--- src/rtl/bus_slave_pkg.sv ---
// Shared definitions for the 4-register bus slaves: FSM states, register map
// and CTRL bit positions.
package bus_slave_pkg;

  typedef enum logic [1:0] {
    DISABLED = 2'd0,
    EMPTY    = 2'd1,
    VALID    = 2'd2
  } rd_state_t;

  localparam logic [1:0] REG_DATA   = 2'd0;
  localparam logic [1:0] REG_STATUS = 2'd1;
  localparam logic [1:0] REG_CTRL   = 2'd2;
  localparam logic [1:0] REG_COUNT  = 2'd3;

  localparam int CTRL_EN_BIT    = 0;
  localparam int CTRL_UFCLR_BIT = 1;
  localparam int BUS_DW         = 32;

endpackage

--- src/rtl/bus_fifo_reader_if.sv ---
// FIFO read-side handshake plus system bus slave port of the FIFO reader.
interface bus_fifo_reader_if #(
  parameter int width = 8
);

  logic              FIFO_READY;
  logic [width-1:0]  FIFO_DATA;
  logic              FIFO_ACK;
  logic              BUS_SEL;
  logic              BUS_RD;
  logic              BUS_WR;
  logic [1:0]        BUS_ADDR;
  logic [31:0]       BUS_WDATA;
  logic [31:0]       BUS_RDATA;
  logic              BUS_RDY;

  modport slave (
    input  FIFO_READY, FIFO_DATA, BUS_SEL, BUS_RD, BUS_WR, BUS_ADDR, BUS_WDATA,
    output FIFO_ACK, BUS_RDATA, BUS_RDY
  );

  modport master (
    output FIFO_READY, FIFO_DATA, BUS_SEL, BUS_RD, BUS_WR, BUS_ADDR, BUS_WDATA,
    input  FIFO_ACK, BUS_RDATA, BUS_RDY
  );

endinterface

--- src/rtl/bus_slave_regif.sv ---
// Generic 4-register bus slave front end: decode, one-cycle RDY/RDATA
// registration and the CTRL register.
module bus_slave_regif
  import bus_slave_pkg::*;
(
  input  logic              CLK,
  input  logic              RESET,
  input  logic              bus_sel,
  input  logic              bus_rd,
  input  logic              bus_wr,
  input  logic [1:0]        bus_addr,
  input  logic [31:0]       bus_wdata,
  output logic [31:0]       bus_rdata,
  output logic              bus_rdy,
  input  logic [BUS_DW-1:0] data_word,
  input  logic [BUS_DW-1:0] status_word,
  input  logic [BUS_DW-1:0] count_word,
  output logic              rd_data_hit,
  output logic              ctrl_en,
  output logic              uf_clr
);

  logic              rd_acc;
  logic              wr_acc;
  logic [BUS_DW-1:0] read_mux;
  logic              wdata_unused;

  // A simultaneous RD and WR is a read; the write half is dropped.
  assign rd_acc       = bus_sel & bus_rd;
  assign wr_acc       = bus_sel & bus_wr & ~bus_rd;
  assign rd_data_hit  = rd_acc && (bus_addr == REG_DATA);
  assign uf_clr       = wr_acc && (bus_addr == REG_CTRL) && bus_wdata[CTRL_UFCLR_BIT];
  assign wdata_unused = ^bus_wdata[31:2];

  always_comb begin
    read_mux = '0;
    case (bus_addr)
      REG_DATA:   read_mux = data_word;
      REG_STATUS: read_mux = status_word;
      REG_CTRL:   read_mux = {{(BUS_DW-1){1'b0}}, ctrl_en};
      REG_COUNT:  read_mux = count_word;
      default:    read_mux = '0;
    endcase
  end

  always_ff @(posedge CLK or posedge RESET) begin
    if (RESET) begin
      bus_rdy   <= 1'b0;
      bus_rdata <= '0;
      ctrl_en   <= 1'b0;
    end else begin
      bus_rdy   <= rd_acc | wr_acc;
      bus_rdata <= rd_acc ? read_mux : '0;
      if (wr_acc && (bus_addr == REG_CTRL))
        ctrl_en <= bus_wdata[CTRL_EN_BIT];
    end
  end

endmodule

--- src/rtl/bus_fifo_reader.sv ---
// Bus-slave read port that prefetches the FIFO head into a holding register;
// a DATA read consumes the held word and immediately refills it if possible.
module bus_fifo_reader
  import bus_slave_pkg::*;
#(
  parameter int width     = 8,
  parameter int cnt_width = 16
) (
  input logic               CLK,
  input logic               RESET,
  bus_fifo_reader_if.slave  bus
);

  rd_state_t             state;
  rd_state_t             state_next;
  logic [width-1:0]      hold;
  logic [cnt_width-1:0]  pop_cnt;
  logic                  underflow;
  logic                  valid;
  logic                  consume;
  logic                  load;
  logic                  rd_data_hit;
  logic                  ctrl_en;
  logic                  uf_clr;
  logic [BUS_DW-1:0]     data_word;
  logic [BUS_DW-1:0]     status_word;
  logic [BUS_DW-1:0]     count_word;

  assign valid   = (state == VALID);
  assign consume = rd_data_hit & valid;

  bus_slave_regif u_regif (
    .CLK         (CLK),
    .RESET       (RESET),
    .bus_sel     (bus.BUS_SEL),
    .bus_rd      (bus.BUS_RD),
    .bus_wr      (bus.BUS_WR),
    .bus_addr    (bus.BUS_ADDR),
    .bus_wdata   (bus.BUS_WDATA),
    .bus_rdata   (bus.BUS_RDATA),
    .bus_rdy     (bus.BUS_RDY),
    .data_word   (data_word),
    .status_word (status_word),
    .count_word  (count_word),
    .rd_data_hit (rd_data_hit),
    .ctrl_en     (ctrl_en),
    .uf_clr      (uf_clr)
  );

  // An underflow read returns zero, so the stale hold is masked when not valid.
  always_comb begin
    data_word   = '0;
    count_word  = '0;
    if (valid)
      data_word[width-1:0] = hold;
    count_word[cnt_width-1:0] = pop_cnt;
    status_word = {29'b0, bus.FIFO_READY, underflow, valid};
  end

  // load doubles as the FIFO pop strobe: fill from EMPTY or bypass refill on consume.
  always_comb begin
    state_next = state;
    load       = 1'b0;
    case (state)
      DISABLED: begin
        if (ctrl_en)
          state_next = EMPTY;
      end
      EMPTY: begin
        if (!ctrl_en)
          state_next = DISABLED;
        else if (bus.FIFO_READY) begin
          load       = 1'b1;
          state_next = VALID;
        end
      end
      VALID: begin
        if (consume) begin
          if (ctrl_en && bus.FIFO_READY)
            load = 1'b1;
          else if (ctrl_en)
            state_next = EMPTY;
          else
            state_next = DISABLED;
        end
      end
      default: state_next = DISABLED;
    endcase
  end

  assign bus.FIFO_ACK = load;

  always_ff @(posedge CLK or posedge RESET) begin
    if (RESET)
      state <= DISABLED;
    else
      state <= state_next;
  end

  // A set in the same cycle as a W1C clear wins, so no underflow event is lost.
  always_ff @(posedge CLK or posedge RESET) begin
    if (RESET) begin
      hold      <= '0;
      pop_cnt   <= '0;
      underflow <= 1'b0;
    end else begin
      if (load)
        hold <= bus.FIFO_DATA;
      if (consume)
        pop_cnt <= pop_cnt + 1'b1;
      if (rd_data_hit && !valid)
        underflow <= 1'b1;
      else if (uf_clr)
        underflow <= 1'b0;
    end
  end

endmodule
--- src/flat_wrapper.sv ---
// flat-port wrapper written by rule: the top's interface ports become plain ports
module bus_fifo_reader_flat import bus_slave_pkg::*;
#(
  parameter int width     = 8,
  parameter int cnt_width = 16
)
  (CLK, RESET, bus_FIFO_READY, bus_FIFO_DATA, bus_BUS_SEL, bus_BUS_RD, bus_BUS_WR, bus_BUS_ADDR, bus_BUS_WDATA, bus_FIFO_ACK, bus_BUS_RDATA, bus_BUS_RDY);
  bus_fifo_reader_if #(.width(width)) bus_i ();
  input logic CLK;
  input logic RESET;
  input wire logic [$bits(bus_i.FIFO_READY)-1:0] bus_FIFO_READY;
  input wire logic [$bits(bus_i.FIFO_DATA)-1:0] bus_FIFO_DATA;
  input wire logic [$bits(bus_i.BUS_SEL)-1:0] bus_BUS_SEL;
  input wire logic [$bits(bus_i.BUS_RD)-1:0] bus_BUS_RD;
  input wire logic [$bits(bus_i.BUS_WR)-1:0] bus_BUS_WR;
  input wire logic [$bits(bus_i.BUS_ADDR)-1:0] bus_BUS_ADDR;
  input wire logic [$bits(bus_i.BUS_WDATA)-1:0] bus_BUS_WDATA;
  output wire logic [$bits(bus_i.FIFO_ACK)-1:0] bus_FIFO_ACK;
  output wire logic [$bits(bus_i.BUS_RDATA)-1:0] bus_BUS_RDATA;
  output wire logic [$bits(bus_i.BUS_RDY)-1:0] bus_BUS_RDY;
  assign bus_i.FIFO_READY = bus_FIFO_READY;
  assign bus_i.FIFO_DATA = bus_FIFO_DATA;
  assign bus_i.BUS_SEL = bus_BUS_SEL;
  assign bus_i.BUS_RD = bus_BUS_RD;
  assign bus_i.BUS_WR = bus_BUS_WR;
  assign bus_i.BUS_ADDR = bus_BUS_ADDR;
  assign bus_i.BUS_WDATA = bus_BUS_WDATA;
  assign bus_FIFO_ACK = bus_i.FIFO_ACK;
  assign bus_BUS_RDATA = bus_i.BUS_RDATA;
  assign bus_BUS_RDY = bus_i.BUS_RDY;
  bus_fifo_reader #(.width(width), .cnt_width(cnt_width)) u_core (.CLK(CLK), .RESET(RESET), .bus(bus_i));
endmodule
--- config.mk ---
export PLATFORM = sky130hd
export DESIGN_NAME = bus_fifo_reader_flat
export DESIGN_NICKNAME = d
export VERILOG_FILES = /design/src/rtl/bus_slave_pkg.sv /design/src/rtl/bus_fifo_reader_if.sv /design/src/rtl/bus_slave_regif.sv /design/src/rtl/bus_fifo_reader.sv /design/src/flat_wrapper.sv
export SDC_FILE = /design/constraint.sdc
export NUM_CORES = 1
export LEC_CHECK = 0
export ABC_CLOCK_PERIOD_IN_PS = 4510
export CORE_UTILIZATION = 35
export CTS_BUF_LIST = sky130_fd_sc_hd__clkbuf_8
export DETAILED_ROUTE_END_ITERATION = 8
export PLACE_DENSITY = 0.78
export SYNTH_ARGS = -nofsm -noshare
export SYNTH_HDL_FRONTEND = slang
export SYNTH_SLANG_ARGS = --single-unit
--- constraint.sdc ---
create_clock -name CLK -period 4.51 [get_ports CLK]
set_input_delay 0.902 -clock CLK [delete_from_list [all_inputs] [get_ports CLK]]
set_output_delay 0.902 -clock CLK [all_outputs]
set_load 0.01 [all_outputs]
* After elaboration in Yosys (flattened, before gate mapping) *
Cells that the tools add are included.

word-level totals
  output and inout bits = 34
  word-level logic and storage cells = 50
  input bits = 48
  bits in registers = 61

cells by class
  mux-type cells = 17
  reduce and logical (&&, ||, !) cells = 10
  $add $sub $neg = 1
  bitwise logic cells = 6
  equal/unequal tests = 9

operators by type and width
  cell                     number
  $pmux W32 S4             1
  $mux W32                 1
  $add A16 B1 Y16 const B  1
  $mux W2                  5
  $mux W8                  1
  $mux W1                  7
  $eq A2 B2 Y1 const B     3
  $ne A2 B2 Y1 const B     3
  $pmux W2 S3              1
  $logic_and A1 B1 Y1      5
  $and A1 B1 Y1            4
  $eq A2 B1 Y1 const B     2
  $logic_not A2 Y1         2
  $reduce_and A4 Y1        1
  $ne A3 B3 Y1 const B     1
  $pmux W1 S2              1
  $reduce_bool A2 Y1       1
  $logic_not A1 Y1         1
  $not A1 Y1               1
  $or A1 B1 Y1             1

* Longest topological paths before layout *
Gate-level depths: netlist of run 1.

  depth after elaboration = 6
  depth in mapped cells = 8
  depth with buffers taken out = 6

* Modules after synthesis *
Synthesis of run 1 repeated with hierarchy kept, for this count alone.

unflattened totals
  cell total of the unflattened synthesis = 294
  area total of the unflattened synthesis = 3148.0 um^2

modules (own cells, without submodules)
  module           cells an instance  instances  sequential area each (um^2)  area an instance (um^2)
  bus_slave_regif  184                1          850.8                        1871.8
  bus_fifo_reader  110                1          675.6                        1276.2

* Worst setup path after synthesis of run 1 *
OpenSTA, ideal clock, no wires.

  path type = input to output
  from = in bus_BUS_ADDR[0]
  to = out bus_FIFO_ACK
  setup slack = 1.781 ns
  stages on the path = 5
  data arrival time = 1.827 ns
  required time = 3.608 ns
  path buffers = 2
  path through = and4bb_4 > and2_4 > buf_6 > o2111a_1 > buf_6

on the way
  cells in the longest elaborated chain, start to end = 5

RTL lines
  what                 RTL line               source
  start, declared      flat_wrapper.sv:16     input wire logic [$bits(bus_i.BUS_ADDR)-1:0] bus_BUS_ADDR;
  $logic_not A2 Y1     bus_slave_regif.sv:31  assign rd_data_hit = rd_acc && (bus_addr == REG_DATA);
  $logic_and A1 B1 Y1  bus_slave_regif.sv:31
  $and A1 B1 Y1        bus_fifo_reader.sv:30  assign consume = rd_data_hit & valid;
  $mux W1              bus_fifo_reader.sv:78  if (consume) begin
  $pmux W1 S2          bus_fifo_reader.sv:64  case (state)
  end, declared        flat_wrapper.sv:18     output wire logic [$bits(bus_i.FIFO_ACK)-1:0] bus_FIFO_ACK;

Every way passes these cells.

* Final worst setup path of run 1 *
Ends and elaborated chain as after synthesis.

==> results of run 1 <==
==> layer usage <==
layer,GRT usage (%),up-vias
met5,0,-
met4,5.455,0
met3,3.103,6
met2,20.69,37
met1,14.89,632
li1,-,624
==> layout make-up <==
cell class | instances | share of cell area [%]
Multi-Input combinational cell | 112 | 32.79
Sequential cell | 45 | 44.38
Inverter | 6 | 0.8876
Clock inverter | 1 | 0.1972
Tap cell | 72 | 3.550
Timing Repair Buffer | 37 | 14.40
Clock buffer | 7 | 3.797
==> path summary, 6_finish.rpt <==
path | startpoint | endpoint | slack, ps | cells past startpoint
worst max-delay path | bus_BUS_ADDR[0] | bus_FIFO_ACK | 620 | 5
worst min-delay path | u_core.pop_cnt[15]$_DFFE_PP0P_ | u_core.pop_cnt[15]$_DFFE_PP0P_ | 470 | 1
worst max register to register | u_core.state[0]$_DFFE_PP0P_ | u_core.hold[2]$_DFFE_PP0P_ | 2500 | 6
worst min register to register | u_core.pop_cnt[15]$_DFFE_PP0P_ | u_core.pop_cnt[15]$_DFFE_PP0P_ | 470 | 1
max in group asynchronous | RESET | u_core.state[1]$_DFFE_PP0P_ | 3090 | 3
min in group asynchronous | RESET | u_core.u_regif.bus_rdata[2]$_DFF_PP0_ | 1050 | 3
==> power groups by stage <==
stage,sequential (W),clock (W),combinational [W]
6_report,0.000497,0.000270,0.000209
3_5_place_dp,0.000506,0,0.000211
5_1_grt,0.000505,0.000294,0.000233
3_3_place_gp,0.000503,0,0.000199
4_1_cts,0.000498,0.000276,0.000211
2_1_floorplan,0.000493,0,0.000171
==> per-stage QoR <==
stage | util (%) | cells | worst slack, ps | hold slack (ps) | power [W]
after floorplan | - | 187 | 1781 | 437.6 | 0.0006636
after global placement | 43.18 | 272 | 658.2 | 453.1 | 0.0007019
after detailed placement | 43.18 | 272 | 645.8 | 459.3 | 0.0007166
after CTS | 44.98 | 280 | 629.8 | 474.4 | 0.0009844
after global routing | 44.98 | 280 | 540.6 | 494.7 | 0.001032
final | 44.98 | 280 | 622.1 | 471.4 | 0.0009767
==> Yosys cell counts (all sizes together) <==
cell type / instances / share of area [%]
o2111a: 1 / 0.54
nor3: 2 / 0.48
xor2: 2 / 0.84
and2: 10 / 3.1
a21oi: 4 / 0.96
a211oi: 2 / 0.72
xnor2: 13 / 5.4
buf: 18 / 6.8
nand2: 7 / 1.3
nor2: 5 / 0.90
mux2: 13 / 8.4
mux2i: 1 / 0.48
nand4b: 1 / 0.42
ha: 5 / 3.0
o21a: 1 / 0.36
inv: 6 / 1.1
a31oi: 2 / 0.60
o21ai: 2 / 0.48
conb: 1 / 0.18
nand4: 4 / 1.2
and4: 4 / 1.7
dfrtp: 45 / 54
clkbuf: 6 / 1.1
and3: 3 / 0.90
a22o: 6 / 2.5
nand3: 6 / 1.4
and4bb: 1 / 0.78
o2bb2ai: 1 / 0.42
==> state kept, by name (all words and copies together), names as in the netlist <==
| register | cells |
|---|---|
| u_core.u_regif.bus_rdata | 16 |
| u_core.u_regif.ctrl_en | 1 |
| u_core.state | 2 |
| u_core.underflow | 1 |
| u_core.pop_cnt | 16 |
| u_core.u_regif.bus_rdy | 1 |
| u_core.hold | 8 |
==> cells by family after synthesis <==
family,after synthesis,synth area share [%]
simple gates,43,12.16
other cells,1,0.1795
mux,14,8.922
flops,45,53.89
fa+ha+maj,5,2.994
xor+xnor,15,6.288
buf+inv,30,8.982
compound gates,19,6.586
==> out/results.ini, run 1 <==
[placement]
portBuffers=35
dp_hpwl_mm=2.630
place.gp.congestion=0.8234
placed_area_sq_um=2436

[worst_hold_path]
hold_class=reg -> reg

[detailed_routing]
drt-initial-drc-count=70
top_layer=met4
drt-met1-wl_mm=1.613
num_vias=1299
routed_wl_mm=3.593
via_per_inst=4.639
dr_wl_met3_um=162
ant_nets=0
routed-wl-met2_mm=1.750
drc=0
dr.pass1.iters=4
wl_per_cell_um=12.83

[setup_path]
cpLargestDelayFamily=buffers and inverters
cp_data_arrival_time_ps=2990
cp-end-kind=primary output
path_buf_inv=2
cp_max_fo=11
required_ps=3610
critPathMostFrequentCell=clkdlybuf4s50_1
path_cells=clkdlybuf4s50_1, and4bb_4, and2_4, o2111a_1, clkdlybuf4s50_1
crit_type=in -> out
cp_slowest_cell=clkdlybuf4s50_1
slowest_delay_ps=580
cp-start-kind=primary input

[clocking]
h-tree-depth=2
clock_path_buffers=2
cts_resized=0
clock_sinks=45
clkLatencyLatePin_ps=300
postCtsSetupBuffers=0
cts_tree=built
ctsHoldBuffers=0
cts_made_buffers=5
clkTransAtPathRegs_ps=80
root_buffer=clkbuf_8

[die]
start_util_pct=37.04
die_area_sq_um=6283
rows=27
pin_count=82
die_h_um=79.27
die_x_um=79.27
core-area_sq_um=5642

[power]
power_density_nw_per_um2=384.9
p_leak_nw=1.175
peakVddDrop_mv=0.1499
p_sw_share_pct=26.64
p_clk_share_pct=27.7
p_switching_w=0.0002602
internal_power_w=0.0007165
seqPwrFrac_pct=50.9
p_comb_share_pct=21.4

[grt]
grt_first_pass_wirelength_mm=5.844
track_usage_pct=12.34
grt_pass1_vias=1291
grt_max_degree=46
antenna_found_initial=0
grt_overflow=0

[finish]
drive_gt1_share_pct=11.54
multi_input_comb_area_sq_um=832.0
final_common_cell=dfrtp_1
syn2layout_area_growth_pct=21.44
diodes=0
fin_nets=260
regArea_sq_um=1126
fillers=515
final_cell_mix=45 x dfrtp_1, 35 x clkdlybuf4s50_1, 16 x conb_1, 13 x xnor2_1, 9 x and2_1
final_area_sq_um=2537

[timing]
fin_setup_tns_ps=0
drv_slew=0
setup_viol=0
slew_headroom_pct=46.80
period_share_pct=86.21
fin_skew_ps=3.002
worst_slew_pin_slew_ps=795.0
fmax_ghz=0.2572
rsz0062_at_grt=no
hold_viol_final=0
period_needed_ps=3888

[yosys]
synth_warnings=0
ys_seq_elements=45
syn_inst=172
avgSynthCellArea_sq_um=12.15
seq_area_frac_synth_pct=53.89
synth_area_sq_um=2090
ys_types=33

[job]
drv_cap=0

[run_status]
status=complete, no violations

Note: power is estimated with default switching activity, not from simulation.
==> run 2: changes to the inputs <==
--- a/config.mk
+++ b/config.mk
@@ -10,6 +10,7 @@
 export CTS_BUF_LIST = sky130_fd_sc_hd__clkbuf_8
 export DETAILED_ROUTE_END_ITERATION = 8
 export PLACE_DENSITY = 0.78
+export RECOVER_POWER = 25
 export SYNTH_ARGS = -nofsm -noshare
 export SYNTH_HDL_FRONTEND = slang
 export SYNTH_SLANG_ARGS = --single-unit
==> run 2 against run 1 <==
The run now ends with capacitance limit, slew limit left. Worst hold slack stayed put. Setup slack hardly changed. Sequential share of layout area is 0.066 points higher. Via count stayed put. Critical path depth stayed put. Flip-flop and latch count stayed put. Critical path type unchanged. Critical endpoint unchanged. Largest power group unchanged. Highest routed layer unchanged.
==> out/results.ini, run 2 (synthesized netlist as in run 1, its figures left out) <==
[run_status]
status=complete, but fails checks
violations=capacitance limit, slew limit

[placement]
portBuffers=35  ; unchanged
placed_area_sq_um=2436  ; unchanged
place_ws_ps=645.8  ; unchanged
place.gp.congestion=0.8234  ; unchanged
dp_hpwl_mm=2.630  ; unchanged

[power]
peakVddDrop_mv=0.1499  ; about the same
p_leak_nw=1.172  ; -0.26%
power_density_nw_per_um2=385.2  ; about the same

[clocking]
h-tree-depth=2  ; unchanged
clock_path_buffers=2  ; unchanged
cts_made_buffers=5  ; unchanged
cts_resized=0  ; unchanged
postCtsSetupBuffers=0  ; unchanged
root_buffer=clkbuf_8
clkLatencyLatePin_ps=300  ; about the same
ctsHoldBuffers=0  ; unchanged
clkTransAtPathRegs_ps=80  ; about the same
clock_sinks=45  ; unchanged
cts_tree=built

[die]
rows=27  ; unchanged
die_x_um=79.27  ; unchanged
start_util_pct=37.04  ; unchanged
die_area_sq_um=6283  ; unchanged
core-area_sq_um=5642  ; unchanged
pin_count=82  ; unchanged
die_h_um=79.27  ; unchanged

[setup_path]
slowest_delay_ps=580  ; about the same
critPathMostFrequentCell=clkdlybuf4s50_1
path_buf_inv=2  ; unchanged
cp_slowest_cell=clkdlybuf4s50_1
required_ps=3610  ; about the same
cp_max_fo=11  ; unchanged
cp-end-kind=primary output
cpLargestDelayFamily=buffers and inverters
crit_type=in -> out
rrSetupSlack_ps=2500  ; about the same
cp_data_arrival_time_ps=2990  ; about the same
cp-start-kind=primary input
path_cells=clkdlybuf4s50_1, and4bb_4, and2_4, o2111a_1, clkdlybuf4s50_1

[detailed_routing]
ant_nets=0  ; unchanged
wl_per_cell_um=12.83  ; about the same
num_vias=1299  ; unchanged
drc=0  ; unchanged
dr.pass1.iters=4  ; unchanged
drt-initial-drc-count=70  ; unchanged
routed_wl_mm=3.591  ; about the same
via_per_inst=4.639  ; unchanged

[finish]
fin_util_pct=44.91  ; -0.066 points
syn2layout_area_growth_pct=21.26
drive_gt1_share_pct=11.06  ; -0.48 points
diodes=0  ; unchanged
final_common_cell=dfrtp_1
fin_nets=260  ; unchanged
final_cell_mix=45 x dfrtp_1, 33 x clkdlybuf4s50_1, 16 x conb_1, 13 x xnor2_1, 9 x and2_1
largestRegisters=u_core.pop_cnt: 16 flops, u_core.u_regif.bus_rdata: 16 flops, u_core.hold: 8 flops
fillers=514  ; -0.19%
final_area_sq_um=2534  ; -0.15%

[timing]
fin_skew_ps=3.002  ; unchanged
hold_ws_ps=471.4  ; unchanged
fmax_ghz=0.2572  ; about the same
layout_setup_ws_ps=622.1  ; +0.04800 ps
drv_slew=46  ; +46
fin_setup_tns_ps=0  ; unchanged
period_needed_ps=3888  ; -0.04800 ps
period_share_pct=86.21  ; about the same
worst_slew_pin_slew_ps=2319  ; +1524 ps
slew_headroom_pct=-54.60  ; -100 points
rsz0062_at_grt=no
hold_viol_final=0  ; unchanged
setup_viol=0  ; unchanged

[grt]
grt_pass1_vias=1291  ; unchanged
antenna_found_initial=0  ; unchanged
grt_max_degree=46  ; unchanged
grt_overflow=0  ; unchanged
track_usage_pct=12.34  ; unchanged
grt_first_pass_wirelength_mm=5.844  ; unchanged

[job]
drv_cap=1  ; +1

[worst_hold_path]
hold_class=reg -> reg

## run 2: final timing paths
check | cells after the start | start | to
worst max-delay path | 5 | bus_BUS_ADDR[0] | bus_FIFO_ACK
worst min-delay path | 1 | u_core.pop_cnt[15]$_DFFE_PP0P_ | u_core.pop_cnt[15]$_DFFE_PP0P_
min in group asynchronous | 3 | RESET | u_core.u_regif.bus_rdata[2]$_DFF_PP0_
worst min register to register | 1 | u_core.pop_cnt[15]$_DFFE_PP0P_ | u_core.pop_cnt[15]$_DFFE_PP0P_
worst max register to register | 6 | u_core.state[0]$_DFFE_PP0P_ | u_core.hold[2]$_DFFE_PP0P_
max in group asynchronous | 3 | RESET | u_core.state[1]$_DFFE_PP0P_
## run 2: stage by stage
step,total power (W),cells
floorplan,0.0006636,187
global placement,0.0007019,272
detailed placement,0.0007166,272
CTS,0.0009844,280
global route,0.001031,280
finish,0.0009759,280
## run 2: layer usage
layer | share of wire, % | GRT usage [%]
met1 | 45 | 14.89
met2 | 49 | 20.69
met3 | 4.5 | 3.103
met4 | 1.8 | 5.455
met5 | 0 | 0
## run 2: area by class of cell
| type | instances | area, sq um | share of cell area, % |
|---|---|---|---|
| Tap cell | 72 | 90.09 | 3.556 |
| Multi-Input combinational cell | 112 | 832.0 | 32.84 |
| Inverter | 6 | 22.52 | 0.8889 |
| Clock buffer | 7 | 96.34 | 3.802 |
| Clock inverter | 1 | 5.005 | 0.1975 |
| Timing Repair Buffer | 37 | 361.6 | 14.27 |
| Sequential cell | 45 | 1126 | 44.44 |
## run 2: where the power goes
part	leakage, nW	internal, W	switching (W)	total, W
sequential	0.605	0.000457	0.0000405	0.000497
clock	0.0542	0.000138	0.000132	0.000270
combinational	0.513	0.000121	0.0000876	0.000208
total	1.17	0.000716	0.000260	0.000976
==> run 3: changes to the inputs <==
--- a/config.mk
+++ b/config.mk
@@ -9,7 +9,7 @@
 export CORE_UTILIZATION = 35
 export CTS_BUF_LIST = sky130_fd_sc_hd__clkbuf_8
 export DETAILED_ROUTE_END_ITERATION = 8
-export PLACE_DENSITY = 0.78
+export PLACE_DENSITY_LB_ADDON = 0.2
 export RECOVER_POWER = 25
 export SYNTH_ARGS = -nofsm -noshare
 export SYNTH_HDL_FRONTEND = slang
==> run 3 against run 2 <==
The flow still finishes with violations (capacitance limit, slew limit). Non-clock buffer count unchanged. Sequential power is essentially flat. Register-to-register slack better by 30 ps. Sequential share of layout area is 0.26 points higher. Routed wire length up 0.64%. Final cell count decreased by 0.36%. Combinational power about the same. Flip-flop and latch count unchanged. Die area unchanged. Via count shrank 1.8%. Critical endpoint unchanged. Largest power group unchanged. Highest routed layer unchanged.
==> out/results.ini, run 3 (synthesized netlist as in run 1, its figures left out) <==
[grt]
use_met1_pct=17.91  ; +3.0 points
grt_first_pass_wirelength_mm=6.161  ; +5.4%
grt_util_met2_pct=20.00  ; -0.69 points
grt_pass1_vias=1213  ; -6.0%
use_met3_pct=4.023  ; +0.92 points
grt_max_degree=46  ; unchanged
grt_overflow=0  ; unchanged
antenna_found_initial=0  ; unchanged
gr-max-usage-layer=met2
track_usage_pct=13.28  ; +0.94 points

[die]
start_util_pct=37.04  ; unchanged
die_x_um=79.27  ; unchanged
pin_count=82  ; unchanged
core-area_sq_um=5642  ; unchanged
die_area_sq_um=6283  ; unchanged
rows=27  ; unchanged
die_h_um=79.27  ; unchanged

[clocking]
clock_path_buffers=2  ; unchanged
cts_resized=0  ; unchanged
clkLatencyLatePin_ps=300  ; about the same
clkTransAtPathRegs_ps=70  ; about the same
cts_tree=built
postCtsSetupBuffers=0  ; unchanged
clock_sinks=45  ; unchanged
cts_made_buffers=5  ; unchanged
h-tree-depth=2  ; unchanged
ctsHoldBuffers=0  ; unchanged
root_buffer=clkbuf_8

[placement]
place.gp.congestion=0.7584  ; -7.9%
dp_hpwl_mm=2.496  ; -5.1%
place_inst=272  ; unchanged
portBuffers=35  ; unchanged

[finish]
regArea_sq_um=1126  ; unchanged
final-instance-count-excl-fill=279  ; -0.36%
fin_nets=260  ; unchanged
syn2layout_area_growth_pct=20.54
multi_input_comb_area_sq_um=832.0  ; unchanged
fillers=526  ; +2.3%
final_cell_mix=45 x dfrtp_1, 33 x clkdlybuf4s50_1, 16 x conb_1, 13 x xnor2_1, 9 x and2_1
drive_gt1_share_pct=10.14  ; -0.91 points
largestRegisters=u_core.pop_cnt: 16 flops, u_core.u_regif.bus_rdata: 16 flops, u_core.hold: 8 flops
final_common_cell=dfrtp_1
diodes=0  ; unchanged

[power]
internal_power_w=0.0006962  ; -2.7%
seqPwrFrac_pct=52.5  ; +1.6 points
p_leak_nw=1.166  ; -0.49%
p_switching_w=0.0002535  ; -2.6%
peakVddDrop_mv=0.1453  ; -3.1%
power.total_w=0.0009497  ; -2.7%
p_sw_share_pct=26.69  ; +0.033 points
p_clk_share_pct=25.9  ; -1.8 points
power_density_nw_per_um2=377.1  ; -2.1%
p_comb_share_pct=21.6  ; +0.3 points

[setup_path]
cp-end-kind=primary output
path_cells=clkdlybuf4s50_1, and4bb_4, and2_4, o2111a_1, clkdlybuf4s50_1
cp_data_arrival_time_ps=2920  ; -70 ps
crit_type=in -> out
slowest_delay_ps=570  ; about the same
cp_max_fo=11  ; unchanged
cp_slowest_cell=clkdlybuf4s50_1
cp.depth=5  ; unchanged
cp-start-kind=primary input
cpLargestDelayFamily=buffers and inverters
reg2regPathDepth=6  ; unchanged
critPathMostFrequentCell=clkdlybuf4s50_1
path_buf_inv=2  ; unchanged
required_ps=3610  ; about the same

[worst_hold_path]
hold_class=reg -> reg
holdPathStages=1  ; unchanged

[timing]
period_needed_ps=3818  ; -69.43 ps
fin_skew_ps=7.668  ; +4.665 ps
fin_setup_tns_ps=0  ; unchanged
drv_slew=46  ; unchanged
hold_ws_ps=468.8  ; -2.648 ps
worst_slew_pin_slew_ps=2347  ; +27.65 ps
fmax_ghz=0.2619  ; +1.8%
period_share_pct=84.67  ; -1.5 points
slew_headroom_pct=-56.45  ; -1.8 points
rsz0062_at_grt=no
hold_viol_final=0  ; unchanged
setup_viol=0  ; unchanged

[run_status]
status=complete, but fails checks
violations=capacitance limit, slew limit

[detailed_routing]
drc=0  ; unchanged
via_per_inst=4.573  ; -1.4%
num_vias=1276  ; -1.8%
drt-initial-drc-count=86  ; +23%
wl_per_cell_um=12.95  ; +1.0%
routed_wl_mm=3.614  ; +0.64%
dr.pass1.iters=4  ; unchanged
ant_nets=0  ; unchanged

[job]
drv_cap=1  ; unchanged

run 3: cell types whose count changed in the layout (fill, tap and decap cells not counted), sizes merged:
cell	delta
inv	+1
clkbuf	-1
clkinv	-1
run 3: stage by stage:
step	setup slack [ps]	util, %	cell area, sq um
6_report	691.5	44.64	2519
5_1_grt	562.1	44.64	2519
4_1_cts	695.2	44.71	2522
3_5_place_dp	696.4	43.18	2436
3_3_place_gp	673.2	43.18	2436
2_1_floorplan	1781	-	2146
run 3: worst register-to-register path, cell delays in order, from the launching register on:
cell and delay, ps:
dfrtp_1 410, inv_1 90, ha_1 330, and2_4 280
o2111a_1 220, buf_4 220, mux2_4 320
run 3: worst paths after layout:
path                       slack (ps)                      startpoint                                     to
max                               690                 bus_BUS_ADDR[0]                           bus_FIFO_ACK
min                               470  u_core.pop_cnt[15]$_DFFE_PP0P_         u_core.pop_cnt[15]$_DFFE_PP0P_
max reg2reg                      2530     u_core.state[0]$_DFFE_PP0P_             u_core.hold[7]$_DFFE_PP0P_
min reg2reg                       470  u_core.pop_cnt[15]$_DFFE_PP0P_         u_core.pop_cnt[15]$_DFFE_PP0P_
max in group asynchronous        1260                           RESET            u_core.state[0]$_DFFE_PP0P_
min in group asynchronous        1910                           RESET  u_core.u_regif.bus_rdata[1]$_DFF_PP0_
run 3: final cells by class:
class / count / share of cell area [%]
Timing Repair Buffer: 37 / 14.36
Inverter: 6 / 0.8942
Tap cell: 72 / 3.577
Multi-Input combinational cell: 112 / 33.04
Clock buffer: 6 / 3.279
Sequential cell: 45 / 44.71
Clock inverter: 1 / 0.1490
run 3: metal layers:
layer	part of all wire, %	vias up
li1	-	618
met2	46	46
met5	0	-
met4	1.6	0
met1	47	608
met3	5.5	4
run 3: power groups by stage:
stage | clock (W) | combinational [W] | sequential [W]
5_1_grt | 0.000273 | 0.000227 | 0.000506
3_3_place_gp | 0 | 0.000203 | 0.000505
2_1_floorplan | 0 | 0.000171 | 0.000493
3_5_place_dp | 0 | 0.000206 | 0.000508
6_report | 0.000246 | 0.000205 | 0.000499
4_1_cts | 0.000255 | 0.000208 | 0.000499
